[config.mk]
export PLATFORM = sky130hd
export DESIGN_NAME = fib_seq_gen
export DESIGN_NICKNAME = d
export VERILOG_FILES = /design/src/rtl/fib_seq_gen.sv
export SDC_FILE = /design/constraint.sdc
export NUM_CORES = 1
export LEC_CHECK = 0
export ABC_AREA = 0
export BUFFER_PORTS_ARGS = -buffer_cell sky130_fd_sc_hd__buf_4
export CAP_MARGIN = 20
export CELL_PAD_IN_SITES_DETAIL_PLACEMENT = 0
export CELL_PAD_IN_SITES_GLOBAL_PLACEMENT = 1
export CORE_UTILIZATION = 44
export DETAILED_ROUTE_END_ITERATION = 10
export GPL_ROUTABILITY_DRIVEN = 1
export GPL_TIMING_DRIVEN = 1
export HOLD_SLACK_MARGIN = 0.03
export PLACE_DENSITY = 0.86
export SYNTH_ARGS = -nofsm -noshare
export SYNTH_HDL_FRONTEND = slang
export SYNTH_SLANG_ARGS = --single-unit
[constraint.sdc]
create_clock -name clk -period 4 [get_ports clk]
set_input_delay 0.8 -clock clk [delete_from_list [all_inputs] [get_ports clk]]
set_output_delay 0.8 -clock clk [all_outputs]
set_load 0.005 [all_outputs]
[src/rtl/fib_seq_gen.sv]
// Fibonacci-style stream source: loadable seeds, bounded run length, valid/ready
// output, and overflow tracking with either wrap-and-flag or stop-before-overflow.
module fib_seq_gen #(
  parameter int unsigned      WIDTH       = 16,
  parameter int unsigned      CNT_W       = 8,
  parameter logic [WIDTH-1:0] SEED0       = '0,
  parameter logic [WIDTH-1:0] SEED1       = WIDTH'(1),
  parameter bit               STOP_ON_OVF = 1'b0
) (
  input  logic             clk,
  input  logic             rst,
  input  logic             start,
  input  logic [CNT_W-1:0] n_terms,
  input  logic             use_seed_in,
  input  logic [WIDTH-1:0] seed0_in,
  input  logic [WIDTH-1:0] seed1_in,
  input  logic             abort,
  output logic [WIDTH-1:0] out_data,
  output logic             out_valid,
  input  logic             out_ready,
  output logic             out_last,
  output logic             out_ovf,
  output logic             busy,
  output logic             done
);

  typedef enum logic {
    IDLE = 1'b0,
    RUN  = 1'b1
  } state_e;

  state_e           state_q, state_d;
  logic [WIDTH-1:0] a_q, a_d;
  logic [WIDTH-1:0] b_q, b_d;
  logic             a_ovf_q, a_ovf_d;
  logic             b_ovf_q, b_ovf_d;
  logic [CNT_W-1:0] remaining_q, remaining_d;
  logic             done_q, done_d;

  logic             run;
  logic             accept;
  logic             last;
  logic [WIDTH:0]   sum;

  assign run    = (state_q == RUN);
  assign accept = run && out_ready;
  assign sum    = {1'b0, a_q} + {1'b0, b_q};

  // b holds the next term, so a pending overflow in b means a is the last clean one.
  assign last = run && ((remaining_q == CNT_W'(1)) || (STOP_ON_OVF && b_ovf_q));

  always_comb begin
    // NOTE: every signal written here gets a default first so no latch is inferred.
    state_d     = state_q;
    a_d         = a_q;
    b_d         = b_q;
    a_ovf_d     = a_ovf_q;
    b_ovf_d     = b_ovf_q;
    remaining_d = remaining_q;
    done_d      = 1'b0;

    case (state_q)
      IDLE: begin
        if (start && (n_terms != '0)) begin
          state_d     = RUN;
          a_d         = use_seed_in ? seed0_in : SEED0;
          b_d         = use_seed_in ? seed1_in : SEED1;
          a_ovf_d     = 1'b0;
          b_ovf_d     = 1'b0;
          remaining_d = n_terms;
        end
      end

      RUN: begin
        if (accept) begin
          a_d         = b_q;
          a_ovf_d     = b_ovf_q;
          b_d         = sum[WIDTH-1:0];
          b_ovf_d     = sum[WIDTH] | a_ovf_q | b_ovf_q;
          remaining_d = remaining_q - CNT_W'(1);
        end
        // Abort wins over a simultaneous final handshake and suppresses done.
        if (abort) begin
          state_d = IDLE;
        end else if (accept && last) begin
          state_d = IDLE;
          done_d  = 1'b1;
        end
      end

      default: state_d = IDLE;
    endcase
  end

  always_ff @(posedge clk or posedge rst) begin
    if (rst) begin
      state_q     <= IDLE;
      a_q         <= '0;
      b_q         <= '0;
      a_ovf_q     <= 1'b0;
      b_ovf_q     <= 1'b0;
      remaining_q <= '0;
      done_q      <= 1'b0;
    end else begin
      // NOTE: non-blocking assignments so every flop samples pre-edge values together.
      state_q     <= state_d;
      a_q         <= a_d;
      b_q         <= b_d;
      a_ovf_q     <= a_ovf_d;
      b_ovf_q     <= b_ovf_d;
      remaining_q <= remaining_d;
      done_q      <= done_d;
    end
  end

  assign out_data  = run ? a_q : '0;
  assign out_valid = run;
  assign out_last  = last;
  assign out_ovf   = run & a_ovf_q;
  assign busy      = run;
  assign done      = done_q;

endmodule

==> flow_summary_export.csv, run 1 <==
group,metric,value,unit
outcome,outcome,"finished with violations",
outcome,violations,"DRC",
logic_synthesis,synthFlopType,"dfrtp_1",
setup_path,cp.required,3.20,ns
sta,maxSlewHeadroom,49.41,%
cts,cts.sinks,44,
sta,fin_crit_sh,73.70,%
placement,io_buffers,66,
finish,layout-drive-gt1-share,20.57,%
drt,dr_total_vias,2783,
setup_path,end_kind,"output port",
setup_path,arrival,2.15,ns
logic_synthesis,syn_nets,423,
logic_synthesis,synth.avg_cell_area,8.447,sq um
placement,place_congestion,0.8370,
floorplanning,start_util,46.56,%
cts,cts_inserted_buffers,5,
setup_path,path_class,"reg -> out",
global_routing,grt_antenna_before_repair,0,
sta,fmax,339.2,MHz
drt,top_layer,"met4",
drt,m1WireLength,3.643,mm
floorplanning,dieHeight,84.91,um
global_routing,grt_pass1_vias,2734,
logic_synthesis,async_flop_share,100.0,%
finish,fillCellCount,632,
drt,via_per_inst,5.622,
drt,first_pass_iters,10,
logic_synthesis,synth_edf_count,0,
setup_path,crit_fanout,6,
placement,pre_cts_ws,0.9621,ns
drt,wl_met3,271,um
drt,drtIter0Drc,116,
sta,setup_ws,1.052,ns
cts,clk_path_buf_depth,2,
sta,worst_slew_pin_slew,0.7588,ns
global_routing,track_usage,21.74,%
logic_synthesis,synthCells,358,
pwr,p_leak,1.663,nW
drt,wl_per_cell,14.83,um
logic_synthesis,yosysWarningCount,0,
pwr,total_power,2.648,mW
cts,ctsHoldBuffers,0,
cts,htree_num_levels,2,
drt,ant_nets,0,
sta,grt_setup_unrepaired,"false",
global_routing,overflow,0,
logic_synthesis,seq_area_frac_synth,36.41,%
cts,ctsResizeCount,0,
sta,skew,0.005570,ns
cts,root_buffer,"clkbuf_8",
drt,wl_met2,3.357,mm
sta,setup_viol,0,
pwr,p_per_area,726.9,mW/mm^2
sta,hold_violations,0,
finish,layout.nets,482,
sta,slew_violations,0,
floorplanning,io_pins,67,
logic_synthesis,yosys.cell_types.count,50,
floorplanning,num_rows,29,
placement,place_area,0.003548,sq mm
pwr,ir_drop,284.1,uV
logic_synthesis,syn-cell-area,0.003024,sq mm
sta,fin_setup_tns,0,ns
floorplanning,coreArea,0.006495,sq mm
finish,fin_area,0.003642,sq mm
setup_path,start_kind,"flip-flop",
finish,syn_to_final_growth,20.44,%
min_path,hold_class,"reg -> reg",
sta,period_minus_slack,2.948,ns
cts,clk_latency,0.30,ns
floorplanning,die_w,84.91,um
cts,clk_pin_slew,0.08,ns
global_routing,grt_max_degree,45,
placement,dp_hpwl,5.364,mm
drt,totalWireLength,7.339,mm
global_routing,grt_pass1_wl,12.70,mm
finish,insertedDiodeCount,0,
floorplanning,die_area,0.007209,sq mm
cts,postCtsSetupBuffers,0,
job,drv_cap,0,
drt,drc,7,
cts,cts_tree,"built",
logic_synthesis,synth_seq_cells,44,
report_power, final:
group / total (mW) / internal (mW) / switching (mW)
logic: 1.55 / 0.716 / 0.831
registers: 0.800 / 0.627 / 0.172
clock network: 0.301 / 0.141 / 0.160
total: 2.65 / 1.48 / 1.16
synth_stat cells, types with 2 or more instances:
cell type,instances,share of area [%]
buf_6,3,1.1
and2_1,17,3.5
or4_1,2,0.50
o21ai_0,17,2.8
nand2_1,23,2.9
nor4_1,3,0.62
inv_1,12,1.5
xnor2_1,4,1.2
o31a_1,3,0.87
a21oi_1,33,5.5
a21o_1,4,0.99
nor2_1,59,7.3
or3_1,2,0.41
dfrtp_1,44,36
a221oi_1,22,6.4
nor2b_1,5,1.0
nor3b_1,5,1.2
mux2i_1,5,1.7
nor3_1,4,0.66
buf_2,2,0.33
and3_1,5,1.0
o21a_1,3,0.74
clkbuf_1,11,1.4
o22ai_1,8,1.7
buf_4,5,1.2
a211oi_1,3,0.74
o21bai_1,2,0.50
ha_1,18,7.4
o31ai_1,4,0.99
nand3_1,10,1.7
final cells by class:
cell class / count / area, sq um / share of cell area, %
Inverter: 13 / 48.80 / 1.340
Multi-Input combinational cell: 280 / 1754 / 48.16
Sequential cell: 44 / 1101 / 30.23
Tap cell: 77 / 96.34 / 2.645
Timing Repair Buffer: 73 / 548.0 / 15.05
Clock inverter: 1 / 7.507 / 0.2061
Clock buffer: 7 / 86.33 / 2.370
flip-flops by register name (all words and copies together) (netlist names):
register / count
a_ovf_q: 1
a_q: 16
b_ovf_q: 1
b_q: 16
busy: 1
done: 1
remaining_q: 8
final timing paths:
| kind | start | to | slack [ns] | cells past startpoint |
|---|---|---|---|---|
| max in group asynchronous | rst | a_q[12]$_DFFE_PP0P_ | 2.98 | 3 |
| worst max-delay path | remaining_q[4]$_DFFE_PP0P_ | out_last | 1.05 | 4 |
| worst max register to register | busy$_DFF_PP0_ | b_q[11]$_DFFE_PP0P_ | 1.20 | 6 |
| worst min register to register | b_ovf_q$_DFFE_PP0P_ | a_ovf_q$_DFFE_PP0P_ | 0.50 | 2 |
| worst min-delay path | b_ovf_q$_DFFE_PP0P_ | a_ovf_q$_DFFE_PP0P_ | 0.50 | 2 |
| min in group asynchronous | rst | a_q[2]$_DFFE_PP0P_ | 0.63 | 3 |
metal layers:
| metal | up-vias | global-route usage, % |
|---|---|---|
| met4 | 0 | 4.622 |
| met2 | 54 | 36.66 |
| met1 | 1303 | 30.02 |
| met3 | 5 | 2.918 |
| met5 | - | 0 |
| li1 | 1421 | - |
critical path, stage by stage, from the launching register on:
cell and delay, ns:
dfrtp_1 0.43, nor4_1 0.50, nand2_1 0.13, nor4b_1 0.58, buf_4 0.21
per-stage QoR:
step                hold slack (ns)  utilization [%]  instances
global route                 0.5385            56.08        495
global placement             0.4769            54.63        487
floorplan                    0.4592                -        358
CTS                          0.5047            56.08        495
finish                       0.4998            56.08        495
detailed placement           0.4831            54.63        487
placed cells by master, fill, tap and decap left out, types with 2 or more instances in the layout:
master    count
inv_1        11
o21ai_0      17
nor2b_1       4
and3_1        5
nand2_1      23
clkbuf_8      6
nor4_1        3
o21a_1        3
xnor2_1       4
nor3b_1       5
o31a_1        3
a21oi_1      33
dfrtp_1      44
ha_1         18
o21bai_1      2
a211oi_1      3
a221oi_1     22
mux2i_1       5
nand3_1      10
buf_4        73
o22ai_1       8
nor3_1        4
or3_1         2
and2_1       17
o31ai_1       4
a21o_1        4
or4_1         2
nor2_1       59
clkinv_1      2
cell families after synthesis:
logic type | after synthesis | share of synthesized area [%]
simple gates | 140 | 22.05
compound gates | 111 | 24.66
flops | 44 | 36.41
buf+inv | 34 | 5.668
fa+ha+maj | 19 | 8.109
xor+xnor | 5 | 1.448
mux | 5 | 1.655
Power figures use the tool's default switching activity.
==> run 2, diff against run 1 <==
Settings changed: CORE_UTILIZATION 44 to 37, PLACE_DENSITY 0.86 to 0.77.
Clock period 4 ns to 2.6 ns, I/O delays scaled along.
==> flow_summary_export.csv, run 2 (synthesis results as in run 1) <==
group,metric,value,unit
finish,layout.nets,486,
cts,root_buffer,"clkbuf_8",
setup_path,crit_fanout,6,
sta,fin_crit_sh,90.52,%
floorplanning,die_w,92.41,um
cts,clk_path_buf_depth,2,
setup_path,end_kind,"output port",
floorplanning,num_rows,32,
drt,totalWireLength,7.599,mm
finish,syn_to_final_growth,23.58,%
setup_path,slowest_delay,0.44,ns
job,drv_cap,0,
placement,place_congestion,0.7906,
sta,maxSlewHeadroom,60.78,%
global_routing,grt_pass1_vias,2703,
setup_path,slowest_stage,"dfrtp_1",
min_path,hold_class,"in -> async",
sta,grt_setup_unrepaired,"false",
pwr,ir_drop,340.5,uV
finish,final_common_cell,"buf_4",
drt,drc,0,
setup_path,r2r_setup_slack,0.31,ns
placement,io_buffers,66,
sta,hold_violations,0,
setup_path,arrival,1.83,ns
floorplanning,io_pins,67,
setup_path,cpMostUsedCell,"buf_4",
setup_path,cp.required,2.08,ns
setup_path,startpoint,"remaining_q[4]$_DFFE_PP0P_",
setup_path,path_class,"reg -> out",
cts,cts.sinks,44,
cts,cts_tree,"built",
drt,dr_total_vias,2843,
pwr,total_power,4.241,mW
setup_path,ff2ff_path_depth,9,
sta,fmax,424.9,MHz
sta,setup_ws,0.2464,ns
cts,clk_pin_slew,0.09,ns
pwr,p_per_area,1135,mW/mm^2
floorplanning,start_util,38.73,%
global_routing,grt_antenna_before_repair,0,
sta,worst_slew_pin_slew,0.5883,ns
drt,wl_per_cell,14.50,um
floorplanning,dieHeight,92.41,um
finish,layout-drive-gt1-share,22.04,%
sta,setup_viol,0,
sta,hold_slack,0.3523,ns
placement,dp_hpwl,5.558,mm
floorplanning,coreArea,0.007807,sq mm
setup_path,path_buf_inv,2,
setup_path,reg2reg_from,"b_q[0]$_DFFE_PP0P_",
drt,first_pass_iters,4,
global_routing,overflow,0,
sta,period_minus_slack,2.354,ns
sta,skew,0.009699,ns
setup_path,critPathTopFamily,"simple AND/OR/NAND/NOR gates",
cts,ctsHoldBuffers,0,
outcome,outcome,"finished clean",
finish,insertedDiodeCount,0,
drt,via_per_inst,5.426,
setup_path,r2r_end,"b_q[10]$_DFFE_PP0P_",
drt,ant_nets,0,
finish,largestRegisters,"a_q (16), b_q (16), remaining_q (8)",
finish,final_cell_mix,"77 x buf_4, 59 x nor2_1, 43 x dfrtp_1",
setup_path,start_kind,"flip-flop",
setup_path,crit_path_end,"out_last",
setup_path,cp_num_cells,5,
cts,cts_inserted_buffers,5,
sta,fin_setup_tns,0,ns
placement,pre_cts_ws,0.1428,ns
cts,htree_num_levels,2,
floorplanning,die_area,0.008539,sq mm
sta,slew_violations,0,
global_routing,grt_pass1_wl,12.97,mm
global_routing,track_usage,18.95,%
pwr,p_leak,1.698,nW
drt,drtIter0Drc,143,
cts,clk_latency,0.30,ns
global_routing,grt_max_degree,45,
setup_path,path_cells,"nor4_1, nand2_1, nor4b_1, buf_4, buf_4",
run 2: per-layer routing:
metal	track usage (%)	share of wire (%)	wire (um)
met1	26.24	49	3748
met2	30.93	46	3496
met3	3.202	3.7	280
met4	4.167	0.97	74
met5	0	0	0
run 2: report_power, final:
group | switching (mW) | internal, mW | total (mW)
combinational | 1.31 | 1.13 | 2.44
clock | 0.256 | 0.315 | 0.570
sequential | 0.261 | 0.965 | 1.23
total | 1.83 | 2.41 | 4.24
run 2: cell type report:
class,count,area (sq um)
Clock buffer,6,82.58
Clock inverter,2,38.79
Fill cell,817,4070
Inverter,13,48.80
Multi-Input combinational cell,280,1759
Sequential cell,44,1102
Tap cell,102,127.6
Timing Repair Buffer,77,578.1
run 2: worst min-delay path: cells and delay by family:
family	cells	cell delay, ns
buffers and inverters	3	0.61
run 2: how the worst min path moves through the flow:
stage / slack (ns) / startpoint / end / cells past startpoint
6_report: 0.35 / rst / a_q[2]$_DFFE_PP0P_ / 3
5_1_grt: 0.38 / abort / done$_DFF_PP0_ / 2
4_1_cts: 0.38 / rst / a_q[2]$_DFFE_PP0P_ / 3
3_5_place_dp: 0.48 / b_ovf_q$_DFFE_PP0P_ / a_ovf_q$_DFFE_PP0P_ / 2
3_3_place_gp: 0.48 / b_ovf_q$_DFFE_PP0P_ / a_ovf_q$_DFFE_PP0P_ / 2
2_1_floorplan: 0.46 / b_ovf_q$_DFFE_PP0P_ / a_ovf_q$_DFFE_PP0P_ / 2
run 2: what timing repair did:
item / CTS / global route
gates resized for setup: 0 / 1
buffers inserted: 0 / 0
endpoints found under the setup margin: 0 / 2
run 2: per-stage QoR:
stage	util, %	cell area, sq um	instances
floorplan	-	3024	358
global placement	46.25	3611	516
detailed placement	46.25	3611	516
CTS	47.80	3732	524
global route	47.87	3737	524
finish	47.87	3737	524
==> run 3, diff against run 2 <==
Settings changed: BUFFER_PORTS_ARGS -buffer_cell sky130_fd_sc_hd__buf_4 to -buffer_cell sky130_fd_sc_hd__buf_2, CORE_UTILIZATION 37 to 44, PLACE_DENSITY 0.77 to 0.86.
Clock period 2.6 ns to 2.71 ns, I/O delays scaled along.
==> flow_summary_export.csv, run 3 (synthesis results as in run 1) <==
group,metric,value,unit
drt,totalWireLength,7.411,mm
cts,root_buffer,"clkbuf_8",
setup_path,startpoint,"remaining_q[4]$_DFFE_PP0P_",
drt,via_per_inst,5.594,
finish,layout.nets,489,
cts,cts_inserted_buffers,5,
floorplanning,num_rows,29,
global_routing,track_usage,21.94,%
drt,first_pass_iters,11,
sta,fin_crit_sh,91.45,%
setup_path,end_kind,"output port",
setup_path,slowest_stage,"nor4b_1",
global_routing,grt_pass1_vias,2584,
setup_path,critPathTopFamily,"simple AND/OR/NAND/NOR gates",
cts,cts_tree,"built",
global_routing,overflow,0,
finish,layout-drive-gt1-share,21.88,%
setup_path,start_kind,"flip-flop",
finish,syn_to_final_growth,17.17,%
setup_path,slowest_delay,0.48,ns
cts,clk_latency,0.30,ns
sta,hold_violations,0,
placement,dp_cells,494,
setup_path,reg2reg_from,"b_q[0]$_DFFE_PP0P_",
sta,setup_viol,0,
setup_path,crit_fanout,6,
pwr,p_int,2.242,mW
finish,largestRegisters,"a_q (16), b_q (16), remaining_q (8)",
pwr,clockPowerShare,12.9,%
setup_path,r2r_end,"b_q[10]$_DFFE_PP0P_",
floorplanning,coreArea,0.006495,sq mm
setup_path,path_buf_inv,1,
floorplanning,die_w,84.91,um
setup_path,path_cells,"nor4_1, nand2_1, nor4b_1, buf_2",
sta,skew,0.007023,ns
sta,grt_setup_unrepaired,"false",
placement,dp_hpwl,5.391,mm
pwr,p_switching,1.723,mW
outcome,outcome,"finished with violations",
cts,htree_num_levels,2,
placement,place_congestion,0.8456,
global_routing,grt_antenna_before_repair,0,
setup_path,cp.required,2.17,ns
drt,wl_per_cell,14.76,um
pwr,p_per_area,1119,mW/mm^2
global_routing,grt_max_degree,40,
sta,worst_slew_pin_slew,0.5955,ns
cts,clk_pin_slew,0.09,ns
pwr,pwr-share-seq,29.5,%
setup_path,ff2ff_path_depth,9,
sta,fin_setup_tns,0,ns
finish,final_common_cell,"buf_2",
drt,drc,7,
job,drv_cap,0,
floorplanning,io_pins,67,
floorplanning,start_util,46.56,%
pwr,switching_share,43.45,%
setup_path,r2r_setup_slack,0.31,ns
cts,ctsHoldBuffers,0,
drt,ant_nets,0,
global_routing,grt_pass1_wl,12.58,mm
drt,dr_total_vias,2808,
setup_path,cp_num_cells,4,
cts,postCtsSetupBuffers,0,
pwr,p_leak,1.661,nW
sta,slew_violations,0,
pwr,total_power,3.965,mW
cts,ctsResizeCount,0,
finish,insertedDiodeCount,0,
setup_path,crit_path_end,"out_last",
outcome,violations,"DRC",
drt,drtIter0Drc,156,
pwr,ir_drop,427.2,uV
finish,final_cell_mix,"66 x buf_2, 59 x nor2_1, 44 x dfrtp_1",
placement,io_buffers,66,
cts,cts.sinks,44,
min_path,hold_class,"in -> async",
setup_path,arrival,1.94,ns
floorplanning,die_area,0.007209,sq mm
sta,period_minus_slack,2.478,ns
setup_path,path_class,"reg -> out",
floorplanning,dieHeight,84.91,um
cts,clk_path_buf_depth,2,
finish,instances_no_fill,502,
sta,fmax,403.5,MHz
pwr,combPwrFrac,57.7,%
sta,maxSlewHeadroom,60.05,%
## run 3: changes by cell type in the layout (fill, tap and decap cells not counted), sizes merged
cell	change
buf	+3
## run 3: final cells by class
class	instances	area [sq um]
Multi-Input combinational cell	280	1754
Fill cell	654	2952
Timing Repair Buffer	80	435.4
Clock inverter	2	35.03
Sequential cell	44	1101
Clock buffer	6	72.57
Tap cell	77	96.34
Inverter	13	48.80
## run 3: power by group through the flow
stage                     clock network (mW)  registers [mW]  logic (mW)
final                                  0.510            1.17        2.29
after floorplan                            0            1.11        1.81
after global placement                     0            1.17        2.26
after CTS                              0.517            1.17        2.29
after global routing                   0.541            1.21        2.60
after detailed placement                   0            1.18        2.28
## run 3: worst reg2reg max path: stages (launching register included)
cell	delay, ns
dfrtp_1	0.38
ha_1	0.20
inv_1	0.06
fa_1	0.41
nor2b_1	0.16
o21ai_2	0.09
a211oi_1	0.44
o211ai_1	0.19
nor3b_1	0.17
o31ai_1	0.22
## run 3: worst min-delay path by stage
| stage | start | endpoint | slack (ns) |
|---|---|---|---|
| floorplan | b_ovf_q$_DFFE_PP0P_ | a_ovf_q$_DFFE_PP0P_ | 0.46 |
| global placement | b_ovf_q$_DFFE_PP0P_ | a_ovf_q$_DFFE_PP0P_ | 0.47 |
| detailed placement | b_ovf_q$_DFFE_PP0P_ | a_ovf_q$_DFFE_PP0P_ | 0.49 |
| CTS | rst | b_q[2]$_DFFE_PP0P_ | 0.24 |
| global route | rst | b_q[2]$_DFFE_PP0P_ | 0.25 |
| finish | rst | a_q[2]$_DFFE_PP0P_ | 0.22 |
## run 3: metal layers
layer  routed length [um]  vias to the layer above  share of wire (%)  track usage [%]
met5                    0                        -                  0                0
met4                  101                        0                1.4            6.626
met3                  243                       10                3.3            3.405
met2                 3303                       61                 45            33.70
met1                 3763                     1295                 51            32.01
li1                     -                     1442                  -                -
## run 3: metrics by stage
stage | area (sq um) | hold WS, ns | worst slack [ns] | util, %
2_1_floorplan | 3024 | 0.4592 | 0.6006 | -
3_3_place_gp | 3436 | 0.4747 | 0.4052 | 52.90
3_5_place_dp | 3436 | 0.4854 | 0.3070 | 52.90
4_1_cts | 3543 | 0.2396 | 0.2161 | 54.56
5_1_grt | 3543 | 0.2468 | 0.0007718 | 54.56
6_report | 3543 | 0.2204 | 0.2318 | 54.56
